**config.mk**
```make
export PLATFORM = sky130hd
export DESIGN_NAME = xeng_bl_sched
export DESIGN_NICKNAME = d
export VERILOG_FILES = /design/src/rtl/xeng_bl_sched.sv
export SDC_FILE = /design/constraint.sdc
export NUM_CORES = 1
export LEC_CHECK = 0
export ABC_AREA = 1
export BUFFER_PORTS_ARGS = -buffer_cell sky130_fd_sc_hd__buf_2
export CORE_ASPECT_RATIO = 1.4
export CORE_MARGIN = 1
export CORE_UTILIZATION = 40
export CTS_BUF_LIST = sky130_fd_sc_hd__clkbuf_16
export CTS_CLUSTER_DIAMETER = 100
export DETAILED_ROUTE_END_ITERATION = 12
export PLACE_DENSITY = 0.63
export SYNTH_ARGS = -nofsm -noshare
export SYNTH_HDL_FRONTEND = slang
export SYNTH_SLANG_ARGS = --single-unit
export TNS_END_PERCENT = 50
```
**constraint.sdc**
```tcl
create_clock -name clk -period 2.95 [get_ports clk]
set_clock_uncertainty 0.05 [all_clocks]
set_input_delay 0.295 -clock clk [delete_from_list [all_inputs] [get_ports clk]]
set_output_delay 0.295 -clock clk [all_outputs]
set_load 0.005 [all_outputs]
```
**src/rtl/xeng_bl_sched.sv**
```systemverilog
// Baseline-pass scheduler: turns window-ready requests into back-to-back order-generator passes
// and tags each pass with accumulate first/last flags. Optional status counters: XENG_BL_SCHED_STATUS_EN.
module xeng_bl_sched #(
    parameter int N_ANTS   = 16,
    parameter int ACC_BITS = 32
) (
    input  logic                clk,
    input  logic                rst,
    input  logic                sync,
    input  logic [ACC_BITS-1:0] acc_len,
    input  logic                win_req,
    output logic                bl_sync,
    output logic                bl_en,
    output logic                acc_first,
    output logic                acc_last,
    output logic                win_done,
    output logic                int_done,
`ifdef XENG_BL_SCHED_STATUS_EN
    output logic [ACC_BITS-1:0] int_cnt,
    output logic [15:0]         drop_cnt,
`endif
    output logic                overflow
);
    localparam int BL_PER_WIN = N_ANTS * (N_ANTS / 2 + 1);
    localparam int BL_W       = $clog2(BL_PER_WIN);
    localparam logic [BL_W-1:0] BL_LAST = BL_W'(BL_PER_WIN - 1);

    typedef enum logic [1:0] {IDLE, WAIT, SYNC, RUN} state_t;

    state_t              state, state_nx;
    logic [BL_W-1:0]     bl_cnt, bl_cnt_nx;
    logic [ACC_BITS-1:0] spec_cnt, spec_nx, spec_inc;
    logic [ACC_BITS-1:0] acc_len_q, acc_len_nx;
    logic                pend, pend_nx, ovf_nx, drop;
    logic                win_done_nx, int_done_nx;

    assign spec_inc = spec_cnt + ACC_BITS'(1);

    always_comb begin
        state_nx    = state;
        bl_cnt_nx   = bl_cnt;
        spec_nx     = spec_cnt;
        acc_len_nx  = acc_len_q;
        pend_nx     = pend;
        ovf_nx      = overflow;
        drop        = 1'b0;
        win_done_nx = 1'b0;
        int_done_nx = 1'b0;
        if (sync) begin
            // A coincident win_req is the first window of the new integration.
            state_nx   = win_req ? SYNC : WAIT;
            acc_len_nx = (acc_len == '0) ? ACC_BITS'(1) : acc_len;
            spec_nx    = '0;
            pend_nx    = 1'b0;
            ovf_nx     = 1'b0;
        end else begin
            case (state)
                WAIT: if (win_req) state_nx = SYNC;
                SYNC: begin
                    state_nx  = RUN;
                    bl_cnt_nx = '0;
                    if (win_req) begin
                        if (pend) drop = 1'b1;
                        else      pend_nx = 1'b1;
                    end
                end
                RUN: begin
                    bl_cnt_nx = bl_cnt + BL_W'(1);
                    if (bl_cnt == BL_LAST) begin
                        win_done_nx = 1'b1;
                        if (spec_inc == acc_len_q) begin
                            spec_nx     = '0;
                            int_done_nx = 1'b1;
                        end else begin
                            spec_nx = spec_inc;
                        end
                        // The pending window is consumed here; a second request has nowhere to go.
                        drop     = pend & win_req;
                        state_nx = (pend | win_req) ? SYNC : WAIT;
                        pend_nx  = 1'b0;
                    end else if (win_req) begin
                        if (pend) drop = 1'b1;
                        else      pend_nx = 1'b1;
                    end
                end
                default: ;
            endcase
            if (drop) ovf_nx = 1'b1;
        end
    end

    always_ff @(posedge clk) begin
        if (rst) begin
            state     <= IDLE;
            bl_cnt    <= '0;
            spec_cnt  <= '0;
            acc_len_q <= ACC_BITS'(1);
            pend      <= 1'b0;
            overflow  <= 1'b0;
            bl_sync   <= 1'b0;
            bl_en     <= 1'b0;
            acc_first <= 1'b0;
            acc_last  <= 1'b0;
            win_done  <= 1'b0;
            int_done  <= 1'b0;
        end else begin
            state     <= state_nx;
            bl_cnt    <= bl_cnt_nx;
            spec_cnt  <= spec_nx;
            acc_len_q <= acc_len_nx;
            pend      <= pend_nx;
            overflow  <= ovf_nx;
            // Outputs decode the next state so they line up with the state they describe.
            bl_sync   <= (state_nx == SYNC);
            bl_en     <= (state_nx == RUN);
            acc_first <= (state_nx == RUN) && (spec_nx == '0);
            acc_last  <= (state_nx == RUN) && (spec_nx == acc_len_nx - ACC_BITS'(1));
            win_done  <= win_done_nx;
            int_done  <= int_done_nx;
        end
    end

`ifdef XENG_BL_SCHED_STATUS_EN
    always_ff @(posedge clk) begin
        if (rst || sync) begin
            int_cnt  <= '0;
            drop_cnt <= '0;
        end else begin
            if (int_done_nx) int_cnt <= int_cnt + ACC_BITS'(1);
            if (drop && drop_cnt != 16'hFFFF) drop_cnt <= drop_cnt + 16'd1;
        end
    end
`endif
endmodule

```
==> summary.md <==
| Metric | Value |
|---|---|
| Status | `complete, but fails checks` |
| Failing checks | `negative setup slack` |
| Chip width | `112.4 um` |
| Pwr dens | `322.5 nW/um2` |
| Remaining antenna violation count | `0` |
| DR vias | `8789` |
| Hold Vio Cnt, Final | `0` |
| I/O Buffers | `42` |
| Die area | `17580 um2` |
| Hold slack | `0.09764 ns` |
| Core area | `16750 um2` |
| Initial antenna violation count | `0` |
| Asr flop ratio synth | `0%` |
| Post-synth top cells | `nand2_1 (491), nor2_1 (231), inv_1 (163)` |
| Most common cell in the netlist | `nand2_1` |
| Worst-margin pin slew | `0.7276 ns` |
| Top_reg_cell synth | `dfxtp_1` |
| Max stage delay on crit path | `0.33 ns` |
| Routability Congestion | `1.005` |
| Effective utilization at floorplan | `40.73%` |
| Num CTS Buffers | `9` |
| Leak | `4.872 nW` |
| Seq/Total Area, Yosys | `24.07%` |
| Seq cells post-synth | `82` |
| First-pass GRT wire length | `41510 um` |
| Crit-path max FO | `7` |
| CP Capture Type | `register` |
| HPWL after DPL | `22560 um` |
| Worst Path Class, Setup | `reg2reg` |
| Crit-path slowest cell | `dfxtp_2` |
| H-Tree Depth | `3` |
| Final wirelength | `27690 um` |
| # diodes | `0` |
| Slew headroom | `51.50%` |
| Area delta synth->final | `37.94%` |
| I/O pin total | `43` |
| Fin crit share | `109.1%` |
| CP arrival | `3.45 ns` |
| Final min period | `3.219 ns` |
| Post-route DRC | `0` |
| RSZ-0062 raised after global routing | `true` |
| CTS tree | `built` |
| Cell variety after synth | `39` |
| Worst-skew pair later-pin latency | `0.35 ns` |
| Drt pass-1 iters | `5` |
| Most common cell on crit path | `nand2_1` |
| DR vias/cell | `5.054` |
| Clk buf depth | `2` |
| Syn_area_per_cell | `5.337 um2` |
| Layout Nets | `1571` |
| Slew Limit Fails | `0` |
| Hold Crit Class | `in2reg` |
| Top cells by area, synth | `nand2_1 (27%), dfxtp_1 (24%), nor2_1 (13%)` |
| VDD IR max | `0.2470 mV` |
| Worst-path clk slew | `0.07 ns` |
| Setup ws final | `-0.2686 ns` |
| Max Cap Viol | `0` |
| WL per Instance | `15.92 um` |
| Clock Sinks | `82` |
| CTS Root Cell | `clkbuf_16` |
| Crit start category | `register` |
| Layout cell share with drive strength beyond 1 | `23.37%` |
| Gate Count Post-Synth | `1278` |
| Pin count of the biggest net entering global routing | `68` |
| Yosys top cell by area | `nand2_1` |
| Vias in the first global route | `8153` |
| Overall Global Routing Usage | `31.69%` |
| CP required | `3.18 ns` |
| Fmax | `310.7 MHz` |
| Grt ovf | `0` |
| Ys Warns | `0` |
| Row count | `56` |
| Top-area cell type share of the netlist area | `27.02%` |
| Syn Nets | `1317` |
| Number of flops mapped to enable cells by yosys | `0` |
| Cell area after synthesis | `6820 um2` |
| Setup TNS | `-0.4806 ns` |
| First DRT Iteration DRCs | `726` |
| # hold bufs at CTS | `0` |
| Die Height | `156.5 um` |
| Endpoints failing setup | `2` |
==> per-layer routing <==
layer	track usage, %	wire [um]	vias to the layer above	part of all wire [%]
met2	55.99	13170	329	48
met1	35.61	10920	3902	39
met5	0	0	-	0
li1	-	-	4461	-
met3	3.486	1497	97	5.4
met4	22.22	2100	0	7.6
==> report_power, final <==
part | total (mW) | internal [mW] | switching (mW)
Sequential | 1.16 | 1.14 | 0.0240
Combinational | 0.606 | 0.228 | 0.377
Clock | 1.27 | 0.742 | 0.526
==> cell type report <==
class | count | area, um2
Clock buffer | 9 | 225.2
Clock inverter | 6 | 90.09
Fill cell | 1731 | 7338
Inverter | 164 | 615.6
Multi-Input combinational cell | 1003 | 4541
Sequential cell | 82 | 1649
Tap cell | 203 | 254.0
Timing Repair Buffer | 272 | 2033
==> kinds of logic (layout without fill, tap and decap cells) <==
logic type	after synthesis	count (layout)	synth area share (%)
AND/OR/NAND/NOR	904	904	55.42
buffers and inverters	193	451	11.10
flip-flops	82	82	24.07
AO/OA/AOI/OAI	69	69	5.394
XOR/XNOR	27	27	3.467
adder cells (fa/ha/maj)	3	3	0.5504
==> final timing paths <==
check	start	endpoint	slack, ns	cells after the start
setup / recovery	spec_cnt[0]	acc_last	-0.27	25
hold / removal	rst	state[1]	0.1	2
setup reg to reg	spec_cnt[0]	acc_last	-0.27	25
hold reg to reg	overflow	overflow	0.40	2
==> stage by stage <==
step                util, %  instance area [um2]  instances  total power [mW]  setup WS, ns
finish                56.18                 9408       1739             3.034       -0.2686
global route          56.18                 9408       1739             3.142       -0.4707
CTS                   55.05                 9219       1730             3.018       -0.1333
detailed placement    53.00                 8875       1714             1.769       -0.3427
global placement      53.00                 8875       1714             1.765       -0.3371
floorplan                 -                 6855       1278             1.508      -0.05605
==> state kept, by name, indices dropped and copies added, names as in the netlist <==
signal and cells:
acc_len_q 32, bl_en 1, pend 1, bl_sync 1, bl_cnt 8, spec_cnt 32, int_done 1, overflow 1
acc_first 1, state 2, acc_last 1, win_done 1
==> worst max-delay path, delay by kind of cell, from the launching register on <==
| kind | cells | cell delay, ns |
|---|---|---|
| buf+inv | 6 | 0.70 |
| flops | 1 | 0.33 |
| simple gates | 19 | 2.06 |
==> cell usage in the layout, fill, tap and decap left out, types with 18 or more instances in the layout <==
master,n
buf_2,42
buf_4,222
dfxtp_1,76
inv_1,159
nand2_1,477
nand2_2,22
nand3_1,110
nor2_1,219
nor2_2,18
o21ai_0,37
xor2_1,26
==> timing repair <==
| item | CTS | global route |
|---|---|---|
| setup endpoints to repair | 2 | 6 |
| gates resized for setup | 8 | 39 |
| pin swaps | 3 | 22 |
| cloned | 0 | 1 |
| buffers inserted | 1 | 8 |
No activity file was read; power rests on OpenSTA's default activity.
